==> config.mk <==
export PLATFORM = sky130hd
export DESIGN_NAME = muldiv_unit_flat
export DESIGN_NICKNAME = d
export VERILOG_FILES = /design/src/rtl/muldiv_pkg.sv /design/src/rtl/muldiv_if.sv /design/src/rtl/muldiv_step.sv /design/src/rtl/muldiv_unit.sv /design/src/flat_wrapper.sv
export SDC_FILE = /design/constraint.sdc
export NUM_CORES = 1
export LEC_CHECK = 0
export CORE_MARGIN = 1
export CORE_UTILIZATION = 60
export CTS_CLUSTER_DIAMETER = 120
export DETAILED_ROUTE_END_ITERATION = 7
export DONT_BUFFER_PORTS = 1
export GPL_TIMING_DRIVEN = 0
export PLACE_DENSITY = 0.76
export SYNTH_ARGS = -nofsm -noshare
export SYNTH_HDL_FRONTEND = slang
export SYNTH_SLANG_ARGS = --single-unit
==> constraint.sdc <==
create_clock -name clk -period 3.6 [get_ports clk]
set_clock_uncertainty 0.1 [all_clocks]
set_input_delay 0.72 -clock clk [delete_from_list [all_inputs] [get_ports clk]]
set_output_delay 0.72 -clock clk [all_outputs]
set_load 0.01 [all_outputs]
==> src/rtl/muldiv_pkg.sv <==
// Shared encodings for the iterative multiply/divide sequencer.
package muldiv_pkg;

    typedef enum logic [1:0] {
        OP_MULU = 2'b00,
        OP_MULS = 2'b01,
        OP_DIVU = 2'b10,
        OP_DIVS = 2'b11
    } op_e;

    typedef enum logic [1:0] {
        ST_IDLE = 2'b00,
        ST_RUN  = 2'b01,
        ST_FIX  = 2'b10,
        ST_DONE = 2'b11
    } state_e;

endpackage

==> src/rtl/muldiv_if.sv <==
// Start/busy/done request and result bundle between the decoder and muldiv_unit.
interface muldiv_if
    import muldiv_pkg::*;
#(
    parameter int WIDTH = 8
);
    logic             i_start;
    op_e              i_op;
    logic [WIDTH-1:0] i_a;
    logic [WIDTH-1:0] i_b;
    logic             o_busy;
    logic             o_done;
    logic [WIDTH-1:0] o_lo;
    logic [WIDTH-1:0] o_hi;
    logic             o_ovf;
    logic             o_dz;
    logic             o_zf;

    modport master (
        output i_start, i_op, i_a, i_b,
        input  o_busy, o_done, o_lo, o_hi, o_ovf, o_dz, o_zf
    );

    modport slave (
        input  i_start, i_op, i_a, i_b,
        output o_busy, o_done, o_lo, o_hi, o_ovf, o_dz, o_zf
    );
endinterface

==> src/rtl/muldiv_step.sv <==
// One combinational iteration: shift-add multiply step or restoring divide step.
module muldiv_step
    import muldiv_pkg::*;
#(
    parameter int WIDTH = 8
) (
    input  logic               i_mode,
    input  logic [2*WIDTH:0]   i_acc,
    input  logic [WIDTH-1:0]   i_operand,
    output logic [2*WIDTH:0]   o_acc,
    output logic               o_carry
);
    logic [WIDTH-1:0] w_hi;
    logic [WIDTH-1:0] w_lo;
    logic [WIDTH:0]   w_sum;
    logic [WIDTH:0]   w_shRem;
    logic [WIDTH:0]   w_diff;

    assign w_hi = i_acc[2*WIDTH-1:WIDTH];
    assign w_lo = i_acc[WIDTH-1:0];

    // Divide leaves quo[0] clear; the caller fills it from the inverted borrow.
    always_comb begin
        w_sum   = {i_acc[2*WIDTH], w_hi} + {1'b0, i_operand};
        w_shRem = {w_hi, w_lo[WIDTH-1]};
        w_diff  = w_shRem - {1'b0, i_operand};
        o_acc   = '0;
        o_carry = 1'b0;
        if (!i_mode) begin
            o_carry = w_lo[0] & w_sum[WIDTH];
            if (w_lo[0]) begin
                o_acc = {1'b0, w_sum, w_lo[WIDTH-1:1]};
            end else begin
                o_acc = {1'b0, i_acc[2*WIDTH:WIDTH], w_lo[WIDTH-1:1]};
            end
        end else begin
            o_carry = w_diff[WIDTH];
            if (w_diff[WIDTH]) begin
                o_acc = {1'b0, w_shRem[WIDTH-1:0], w_lo[WIDTH-2:0], 1'b0};
            end else begin
                o_acc = {1'b0, w_diff[WIDTH-1:0], w_lo[WIDTH-2:0], 1'b0};
            end
        end
    end

endmodule

==> src/rtl/muldiv_unit.sv <==
// Iterative signed/unsigned multiply/divide sequencer with start/busy/done handshake.
module muldiv_unit
    import muldiv_pkg::*;
#(
    parameter int WIDTH = 8
) (
    input  logic     clk,
    input  logic     reset,
    muldiv_if.slave  bus
);
    localparam int CNT_W = $clog2(WIDTH + 1);
    localparam logic [WIDTH-1:0] MIN_VAL = {1'b1, {(WIDTH-1){1'b0}}};

    state_e             r_state;
    op_e                r_op;
    logic [CNT_W-1:0]   r_cnt;
    logic [2*WIDTH:0]   r_acc;
    logic [WIDTH-1:0]   r_operand;
    logic               r_negP;
    logic               r_negQ;
    logic               r_negR;
    logic               r_ovfCase;
    logic               r_busy;
    logic               r_done;
    logic [WIDTH-1:0]   r_lo;
    logic [WIDTH-1:0]   r_hi;
    logic               r_ovf;
    logic               r_dz;
    logic               r_zf;

    logic               w_accept;
    logic               w_isDivIn;
    logic               w_signA;
    logic               w_signB;
    logic [WIDTH-1:0]   w_absA;
    logic [WIDTH-1:0]   w_absB;
    logic               w_dzIn;
    logic               w_ovfCaseIn;
    logic [2*WIDTH:0]   w_accInit;
    logic [WIDTH-1:0]   w_operandIn;
    logic               w_opDiv;
    logic [2*WIDTH:0]   w_stepAcc;
    logic               w_carry;
    logic [2*WIDTH:0]   w_next;
    logic [2*WIDTH-1:0] w_prod;
    logic [2*WIDTH-1:0] w_prodFix;
    logic [WIDTH-1:0]   w_quo;
    logic [WIDTH-1:0]   w_rem;
    logic [WIDTH-1:0]   w_loFix;
    logic [WIDTH-1:0]   w_hiFix;
    logic               w_ovfFix;

    assign w_accept    = bus.i_start & ((r_state == ST_IDLE) | (r_state == ST_DONE));
    assign w_isDivIn   = (bus.i_op == OP_DIVU) | (bus.i_op == OP_DIVS);
    assign w_signA     = ((bus.i_op == OP_MULS) | (bus.i_op == OP_DIVS)) & bus.i_a[WIDTH-1];
    assign w_signB     = ((bus.i_op == OP_MULS) | (bus.i_op == OP_DIVS)) & bus.i_b[WIDTH-1];
    // Negating MIN yields MIN again, which read unsigned is exactly its magnitude.
    assign w_absA      = w_signA ? (~bus.i_a + 1'b1) : bus.i_a;
    assign w_absB      = w_signB ? (~bus.i_b + 1'b1) : bus.i_b;
    assign w_dzIn      = w_isDivIn & (bus.i_b == '0);
    assign w_ovfCaseIn = (bus.i_op == OP_DIVS) & (bus.i_a == MIN_VAL) & (bus.i_b == '1);
    assign w_accInit   = w_isDivIn ? {{(WIDTH+1){1'b0}}, w_absA} : {{(WIDTH+1){1'b0}}, w_absB};
    assign w_operandIn = w_isDivIn ? w_absB : w_absA;

    assign w_opDiv = (r_op == OP_DIVU) | (r_op == OP_DIVS);

    muldiv_step #(.WIDTH(WIDTH)) u_step (
        .i_mode    (w_opDiv),
        .i_acc     (r_acc),
        .i_operand (r_operand),
        .o_acc     (w_stepAcc),
        .o_carry   (w_carry)
    );

    assign w_next = w_opDiv ? {w_stepAcc[2*WIDTH:1], ~w_carry} : w_stepAcc;

    assign w_prod    = r_acc[2*WIDTH-1:0];
    assign w_prodFix = r_negP ? (~w_prod + 1'b1) : w_prod;
    assign w_quo     = r_acc[WIDTH-1:0];
    assign w_rem     = r_acc[2*WIDTH-1:WIDTH];
    assign w_loFix   = w_opDiv ? (r_negQ ? (~w_quo + 1'b1) : w_quo) : w_prodFix[WIDTH-1:0];
    assign w_hiFix   = w_opDiv ? (r_negR ? (~w_rem + 1'b1) : w_rem) : w_prodFix[2*WIDTH-1:WIDTH];

    always_comb begin
        w_ovfFix = 1'b0;
        case (r_op)
            OP_MULU: w_ovfFix = (w_hiFix != '0);
            OP_MULS: w_ovfFix = (w_hiFix != {WIDTH{w_loFix[WIDTH-1]}});
            OP_DIVU: w_ovfFix = 1'b0;
            OP_DIVS: w_ovfFix = r_ovfCase;
            default: w_ovfFix = 1'b0;
        endcase
    end

    // Divide-by-zero skips RUN/FIX entirely and lands in DONE one cycle after accept.
    always_ff @(posedge clk or negedge reset) begin
        if (!reset) begin
            r_state   <= ST_IDLE;
            r_op      <= OP_MULU;
            r_cnt     <= '0;
            r_acc     <= '0;
            r_operand <= '0;
            r_negP    <= 1'b0;
            r_negQ    <= 1'b0;
            r_negR    <= 1'b0;
            r_ovfCase <= 1'b0;
            r_busy    <= 1'b0;
            r_done    <= 1'b0;
            r_lo      <= '0;
            r_hi      <= '0;
            r_ovf     <= 1'b0;
            r_dz      <= 1'b0;
            r_zf      <= 1'b0;
        end else begin
            r_done <= 1'b0;
            case (r_state)
                ST_IDLE, ST_DONE: begin
                    if (w_accept) begin
                        r_op      <= bus.i_op;
                        r_negP    <= w_signA ^ w_signB;
                        r_negQ    <= w_signA ^ w_signB;
                        r_negR    <= w_signA;
                        r_ovfCase <= w_ovfCaseIn;
                        r_cnt     <= CNT_W'(WIDTH);
                        r_ovf     <= 1'b0;
                        r_zf      <= 1'b0;
                        if (w_dzIn) begin
                            r_state   <= ST_DONE;
                            r_done    <= 1'b1;
                            r_lo      <= '1;
                            r_hi      <= bus.i_a;
                            r_dz      <= 1'b1;
                            r_acc     <= '0;
                            r_operand <= '0;
                        end else begin
                            r_state   <= ST_RUN;
                            r_busy    <= 1'b1;
                            r_dz      <= 1'b0;
                            r_acc     <= w_accInit;
                            r_operand <= w_operandIn;
                        end
                    end else begin
                        r_state <= ST_IDLE;
                    end
                end
                ST_RUN: begin
                    r_acc <= w_next;
                    r_cnt <= r_cnt - 1'b1;
                    if (r_cnt == CNT_W'(1)) begin
                        r_state <= ST_FIX;
                    end
                end
                ST_FIX: begin
                    r_lo    <= w_loFix;
                    r_hi    <= w_hiFix;
                    r_ovf   <= w_ovfFix;
                    r_zf    <= (w_loFix == '0);
                    r_busy  <= 1'b0;
                    r_done  <= 1'b1;
                    r_state <= ST_DONE;
                end
                default: r_state <= ST_IDLE;
            endcase
        end
    end

    assign bus.o_busy = r_busy;
    assign bus.o_done = r_done;
    assign bus.o_lo   = r_lo;
    assign bus.o_hi   = r_hi;
    assign bus.o_ovf  = r_ovf;
    assign bus.o_dz   = r_dz;
    assign bus.o_zf   = r_zf;

endmodule

==> src/flat_wrapper.sv <==
// flat-port wrapper written by rule: the top's interface ports become plain ports
module muldiv_unit_flat import muldiv_pkg::*;
#(
    parameter int WIDTH = 8
)
  (clk, reset, bus_i_start, bus_i_op, bus_i_a, bus_i_b, bus_o_busy, bus_o_done, bus_o_lo, bus_o_hi, bus_o_ovf, bus_o_dz, bus_o_zf);
  muldiv_if #(.WIDTH(WIDTH)) bus_i ();
  input  logic clk;
  input  logic reset;
  input wire logic [$bits(bus_i.i_start)-1:0] bus_i_start;
  input wire logic [$bits(bus_i.i_op)-1:0] bus_i_op;
  input wire logic [$bits(bus_i.i_a)-1:0] bus_i_a;
  input wire logic [$bits(bus_i.i_b)-1:0] bus_i_b;
  output wire logic [$bits(bus_i.o_busy)-1:0] bus_o_busy;
  output wire logic [$bits(bus_i.o_done)-1:0] bus_o_done;
  output wire logic [$bits(bus_i.o_lo)-1:0] bus_o_lo;
  output wire logic [$bits(bus_i.o_hi)-1:0] bus_o_hi;
  output wire logic [$bits(bus_i.o_ovf)-1:0] bus_o_ovf;
  output wire logic [$bits(bus_i.o_dz)-1:0] bus_o_dz;
  output wire logic [$bits(bus_i.o_zf)-1:0] bus_o_zf;
  assign bus_i.i_start = bus_i_start;
  assign bus_i.i_op = bus_i_op;
  assign bus_i.i_a = bus_i_a;
  assign bus_i.i_b = bus_i_b;
  assign bus_o_busy = bus_i.o_busy;
  assign bus_o_done = bus_i.o_done;
  assign bus_o_lo = bus_i.o_lo;
  assign bus_o_hi = bus_i.o_hi;
  assign bus_o_ovf = bus_i.o_ovf;
  assign bus_o_dz = bus_i.o_dz;
  assign bus_o_zf = bus_i.o_zf;
  muldiv_unit #(.WIDTH(WIDTH)) u_core (.clk(clk), .reset(reset), .bus(bus_i));
endmodule
==> impl_metrics.py, run 1 <==
metrics = {
    "floorplanning": {
        "ioPinCount": 42,
        "die_w_um": 88.2,
        "die_area_mm2": 0.00777,
        "die_h_um": 88.2,
        "start_util_pct": 61.7,
        "num_rows": 31,
        "coreArea_mm2": 0.00721,
    },
    "global_route": {
        "grt_usage_pct": 33.3,
        "grt_first_pass_wirelength_um": 19800,
        "antenna_found_initial": 0,
        "grt_start_max_net_pins": 57,
        "grt_pass1_vias": 3945,
        "grt-ovfl-total": 0,
    },
    "yosys": {
        "syn_area_mm2": 0.00445,
        "syn_area_per_cell_um2": 8.37,
        "synth_warnings": 0,
        "synth_edf_count": 0,
        "ys.flop_type": "dfrtp_1",
        "yosysUniqueCellTypes": 64,
        "synthCells": 532,
        "ys_seq_elements": 56,
        "async_reset_ff_share_pct": 100,
        "synth-seq-area-share_pct": 31.5,
        "synth_fp_nets": 580,
    },
    "layout": {
        "antenna_cells": 0,
        "final_cell_mix": "58 x nand2_1, 56 x dfrtp_1, 54 x nor2_1",
        "nets": 588,
        "drive_gt1_share_pct": 8.13,
        "syn_to_final_growth_pct": 5.42,
        "layout_commonest_cell": "nand2_1",
    },
    "placement": {
        "hpwl_um": 9490,
        "globalplace.congestion": 0.931,
        "io_buffers": 0,
    },
    "power": {
        "p_leak_nw": 2.03,
        "powerDensity_mw_per_mm2": 1010,
        "peakVddDrop_mv": 0.498,
    },
    "clock_tree": {
        "cts.sinks": 56,
        "cts.path.max_buffers": 2,
        "ctsHtreeMaxLevel": 2,
        "clk_pin_slew_worst_paths_ns": 0.11,
        "cts-root-buf": "clkbuf_8",
        "clk_latency_ns": 0.32,
        "cts_tree": "built",
        "cts_setup_buffers": 0,
        "numCtsBuffers": 5,
    },
    "setup_path": {
        "crit_type": "register to register",
        "start_kind": "register",
        "critPathArrivalTime_ns": 3.44,
        "startpoint": "u_core.r_acc[7]",
        "worstPathRequired_ns": 3.71,
        "r2r_start": "u_core.r_acc[7]",
        "slowest_stage": "fa_1",
        "endpoint_kind": "register",
        "critPathMaxFanout": 10,
        "crit_path_cell_trace": "inv_1, ha_1, inv_1, fa_1, a21oi_1, o21ai_0, o22ai_1, xnor2_1, clkbuf_2, mux2i_1, a21oi_1, a21o_1",
        "cpPeakStageDelay_ns": 0.43,
    },
    "route": {
        "ant_nets": 0,
        "routed_wl_um": 12200,
        "first_pass_iters": 5,
        "drtIter0Drc": 470,
        "avgRoutedWirePerCell_um": 19.1,
        "dr_total_vias": 4155,
        "drc_errors": 0,
        "viasPerCell": 6.49,
    },
    "flow_run": {
        "cap_violations": 0,
    },
    "timing": {
        "setup_viol": 0,
        "min_period_ns": 3.33,
        "setup_tns_ns": 0,
        "hold_viol_final": 0,
        "timing.fmax_mhz": 300,
        "whs_ns": 0.159,
        "rsz0062_at_grt": "false",
        "finalCritPeriodShare_pct": 92.5,
        "drv_slew": 0,
        "relSlewSlack_pct": 57.4,
        "tightest_slew_ns": 0.634,
    },
    "hold_path": {
        "hp-class": "primary input to async pin",
    },
    "outcome": {
        "outcome": "completed",
    },
}
[area by class of cell]
class | instances | area (µm²)
Multi-Input combinational cell | 419 | 2800
Fill cell | 654 | 2520
Sequential cell | 56 | 1400
Buffer | 29 | 153
Tap cell | 99 | 124
Inverter | 28 | 105
Clock buffer | 6 | 72.6
Timing Repair Buffer | 1 | 27.5
Clock inverter | 2 | 16.3
[power breakdown]
part / internal (W) / total (W) / leakage, nW / switching (W)
registers: 0.000900 / 0.00123 / 0.678 / 0.000335
logic: 0.00127 / 0.00315 / 1.31 / 0.00189
clock network: 0.000139 / 0.000355 / 0.0414 / 0.000216
total: 0.00230 / 0.00474 / 2.03 / 0.00244
[layer usage]
metal | vias up | track usage (%) | share of wire (%)
li1 | 1923 | - | -
met4 | 0 | 12.2 | 3.1
met1 | 1992 | 45.7 | 43
met2 | 205 | 52.7 | 46
met5 | - | 0 | 0
met3 | 35 | 5.66 | 8.7
[final timing paths]
path	to	slack, ns	cells after the start
worst max-delay path	u_core.r_acc[9]	0.27	12
worst min-delay path	u_core.bus.o_hi[2]	0.16	1
worst max register to register	u_core.r_acc[9]	0.27	12
worst min register to register	u_core.r_ovfCase	0.42	2
max in group asynchronous	u_core.r_acc[7]	3.00	1
min in group clk	u_core.r_ovfCase	0.42	2
[cells in the mapped netlist (3+ instances only)]
| cell type | count | area, µm² |
|---|---|---|
| xor2_1 | 12 | 105 |
| or3_1 | 6 | 37.5 |
| a211oi_1 | 4 | 30.0 |
| a21o_1 | 7 | 52.6 |
| xnor2_1 | 21 | 184 |
| a31oi_1 | 13 | 81.3 |
| nor2b_1 | 4 | 25.0 |
| o22ai_1 | 3 | 18.8 |
| a21oi_1 | 38 | 190 |
| clkbuf_1 | 24 | 90.1 |
| nand4_1 | 3 | 18.8 |
| nor3_1 | 8 | 40.0 |
| a221oi_1 | 9 | 78.8 |
| o211ai_1 | 6 | 45.0 |
| mux2i_1 | 15 | 150 |
| nor2_1 | 54 | 203 |
| mux2_2 | 14 | 158 |
| nand3_1 | 12 | 60.1 |
| inv_1 | 28 | 105 |
| nand2_1 | 58 | 218 |
| ha_1 | 25 | 313 |
| o21a_1 | 4 | 30.0 |
| buf_6 | 3 | 33.8 |
| o31ai_1 | 4 | 30.0 |
| nand2b_1 | 5 | 31.3 |
| o21ai_0 | 44 | 220 |
| dfrtp_1 | 56 | 1400 |
[cell families after synthesis]
family / share of synthesized area [%]
multiplexers: 6.91
flip-flops: 31.5
XOR/XNOR: 6.49
AND/OR/NAND/NOR: 18.8
AO/OA/AOI/OAI: 22.7
adder cells (fa/ha/maj): 7.92
buffers and inverters: 5.76
[through the flow]
stage | power [W] | util, % | cells | setup slack, ns | cell area [µm²]
3_5_place_dp | 0.00431 | 63.5 | 631 | 0.267 | 4580
2_1_floorplan | 0.00358 | - | 532 | 0.796 | 4450
5_1_grt | 0.00515 | 65.1 | 640 | 0.0940 | 4700
6_report | 0.00474 | 65.1 | 640 | 0.270 | 4700
4_1_cts | 0.00469 | 65.1 | 640 | 0.237 | 4690
3_3_place_gp | 0.00420 | 63.5 | 631 | 0.312 | 4580
[state kept, by name, indices dropped and copies added, names as in the netlist]
| name | cells |
|---|---|
| u_core.bus.o_zf | 1 |
| u_core.bus.o_done | 1 |
| u_core.bus.o_ovf | 1 |
| u_core.r_ovfCase | 1 |
| u_core.r_negP | 1 |
| u_core.bus.o_dz | 1 |
| u_core.r_op | 2 |
| u_core.r_cnt | 4 |
| u_core.bus.o_busy | 1 |
| u_core.r_negR | 1 |
| u_core.r_operand | 8 |
| u_core.r_state | 2 |
| u_core.r_acc | 16 |
| u_core.bus.o_lo | 8 |
| u_core.bus.o_hi | 8 |
[critical path, delay by kind of cell (launching register included)]
family,cells,cell delay (ns)
XOR/XNOR,1,0.30
AO/OA/AOI/OAI,5,1.03
buffers and inverters,3,0.54
multiplexers,1,0.21
adder cells (fa/ha/maj),2,0.65
flip-flops,1,0.40
[repair_timing]
action,in CTS,in global routing
resized for setup,0,2
hold endpoints to repair,56,0
setup endpoints to repair,0,1
hold buffers,1,0
Power figures use the tool's default switching activity.
==> inputs of run 2 (changes only) <==
--- a/config.mk
+++ b/config.mk
@@ -12,6 +12,7 @@
 export DONT_BUFFER_PORTS = 1
 export GPL_TIMING_DRIVEN = 0
 export PLACE_DENSITY = 0.76
+export RECOVER_POWER = 25
 export SYNTH_ARGS = -nofsm -noshare
 export SYNTH_HDL_FRONTEND = slang
 export SYNTH_SLANG_ARGS = --single-unit
==> run 2 against run 1 <==
The flow now finishes with violations (max-capacitance violations, max-slew violations). Non-clock buffer count unchanged. Sequential share of layout area increased by 0.096 points. Combinational power hardly changed. Count of clock-buffer cells in the layout unchanged. Power about the same. Global-route usage did not move. Worst hold slack gained 0.26 ns. Critical path depth did not move. Clock power about the same. Critical path type unchanged. Critical endpoint unchanged.
==> impl_metrics.py, run 2 (synthesis gave the netlist of run 1 again) <==
metrics = {
    "clock_tree": {
        "cts-root-buf": "clkbuf_8",
        "cts_tree": "built",
        "cts.path.max_buffers": 2,
        "clk_latency_ns": 0.32,
        "numCtsBuffers": 5,
        "ctsHtreeMaxLevel": 2,
        "cts.sinks": 56,
        "clk_pin_slew_worst_paths_ns": 0.11,
    },
    "layout": {
        "antenna_cells": 0,
        "nets": 588,
        "syn_to_final_growth_pct": 5.08,
        "drive_gt1_share_pct": 7.95,
        "final_cell_mix": "58 x nand2_1, 56 x dfrtp_1, 54 x nor2_1",
        "layout_commonest_cell": "nand2_1",
        "final_util_pct": 64.9,
        "largest_register_ffs": 16,
        "regMostFlops": "u_core.r_acc",
    },
    "timing": {
        "setup_ws_ns": 0.263,
        "drv_slew": 57,
        "setup_viol": 0,
        "finalCritPeriodShare_pct": 92.7,
        "tightest_slew_ns": 2.52,
        "relSlewSlack_pct": -67.9,
        "setup_tns_ns": 0,
        "hold_viol_final": 0,
        "rsz0062_at_grt": "false",
        "min_period_ns": 3.34,
        "timing.fmax_mhz": 300,
    },
    "floorplanning": {
        "die_w_um": 88.2,
        "num_rows": 31,
        "coreArea_mm2": 0.00721,
        "die_h_um": 88.2,
        "ioPinCount": 42,
        "die_area_mm2": 0.00777,
        "start_util_pct": 61.7,
    },
    "route": {
        "drtIter0Drc": 372,
        "ant_nets": 0,
        "first_pass_iters": 6,
        "viasPerCell": 6.38,
        "routed_wl_um": 12200,
        "avgRoutedWirePerCell_um": 19.0,
        "dr_total_vias": 4080,
        "drc_errors": 0,
    },
    "global_route": {
        "antenna_found_initial": 0,
        "grt_pass1_vias": 3945,
        "grt_usage_pct": 33.3,
        "grt_first_pass_wirelength_um": 19800,
        "grt_start_max_net_pins": 57,
        "grt-ovfl-total": 0,
    },
    "placement": {
        "io_buffers": 0,
        "post-place-ws_ns": 0.267,
        "hpwl_um": 9490,
        "globalplace.congestion": 0.931,
    },
    "power": {
        "seqPwrFrac_pct": 26.1,
        "p_leak_nw": 2.03,
        "p_switching_w": 0.00244,
        "comb_power_share_pct": 66.4,
        "p_int_w": 0.00230,
        "pwr-share-clk_pct": 7.5,
        "netSwitchingFraction_pct": 51.4,
        "peakVddDrop_mv": 0.496,
        "powerDensity_mw_per_mm2": 1010,
    },
    "setup_path": {
        "slowest_stage": "fa_1",
        "critPathMaxFanout": 10,
        "endpoint_kind": "register",
        "worstPathRequired_ns": 3.71,
        "start_kind": "register",
        "crit_type": "register to register",
        "crit_path_cell_trace": "inv_1, ha_1, inv_1, fa_1, a21oi_1, o21ai_0, o22ai_1, xnor2_1, clkbuf_2, mux2i_1, a21oi_1, a21o_1",
        "critPathArrivalTime_ns": 3.45,
        "cpPeakStageDelay_ns": 0.43,
    },
    "outcome": {
        "violations": "max-capacitance violations, max-slew violations",
        "outcome": "finished with violations",
    },
    "hold_path": {
        "hp-class": "register to register",
    },
    "flow_run": {
        "cap_violations": 1,
    },
}
## run 2: critical path: cells and delay by family (launching register included)
kind	cells	cell delay, ns
buffers and inverters	3	0.54
xor gates and xnor gates	1	0.30
muxes	1	0.21
DFF	1	0.40
adders and majority gates	2	0.65
AOI/OAI and AO/OA	5	1.03
## run 2: layout make-up
type                    count  area [µm²]
fillers                   655        2530
repair buffers              1        12.5
clock inverters             2        16.3
inverters                  28         105
well taps                  99         124
multi-input cells         419        2800
flip-flops and latches     56        1400
plain buffers              29         153
clock buffers               6        72.6
## run 2: worst paths after layout
kind                       slack, ns  cells after the start        startpoint          endpoint
setup / recovery                0.26                     12   u_core.r_acc[7]   u_core.r_acc[9]
hold / removal                  0.42                      2  u_core.r_ovfCase  u_core.r_ovfCase
setup reg to reg                0.26                     12   u_core.r_acc[7]   u_core.r_acc[9]
hold reg to reg                 0.42                      2  u_core.r_ovfCase  u_core.r_ovfCase
max in group asynchronous       0.79                      1             reset   u_core.r_acc[7]
min in group asynchronous       1.19                      1             reset  u_core.r_acc[11]
## run 2: stage by stage
step	power (W)	hold WS, ns	std cells	area [µm²]
final	0.00474	0.419	640	4680
after global routing	0.00515	0.463	640	4680
after CTS	0.00469	0.167	640	4690
after detailed placement	0.00431	0.326	631	4580
after global placement	0.00420	0.326	631	4580
after floorplan	0.00358	0.324	532	4450
## run 2: timing repair
action / in CTS / in global routing
endpoints found under the setup margin: 0 / 1
hold buffers: 1 / 0
hold endpoints to repair: 56 / 0
resized for setup: 0 / 2
setup buffers: 0 / 0
## run 2: layer usage
metal	vias to the layer above	global-route usage, %	routed length (µm)
met5	-	0	0
met2	191	52.7	5560
met4	0	12.2	383
met3	34	5.66	1050
met1	1937	45.7	5190
li1	1918	-	-
## run 2: power groups by stage
stage	Sequential [W]	Combinational (W)	Clock, W
after floorplan	0.00114	0.00243	0
after global placement	0.00123	0.00297	0
after detailed placement	0.00124	0.00307	0
after CTS	0.00123	0.00310	0.000364
after global routing	0.00128	0.00348	0.000385
final	0.00124	0.00315	0.000356
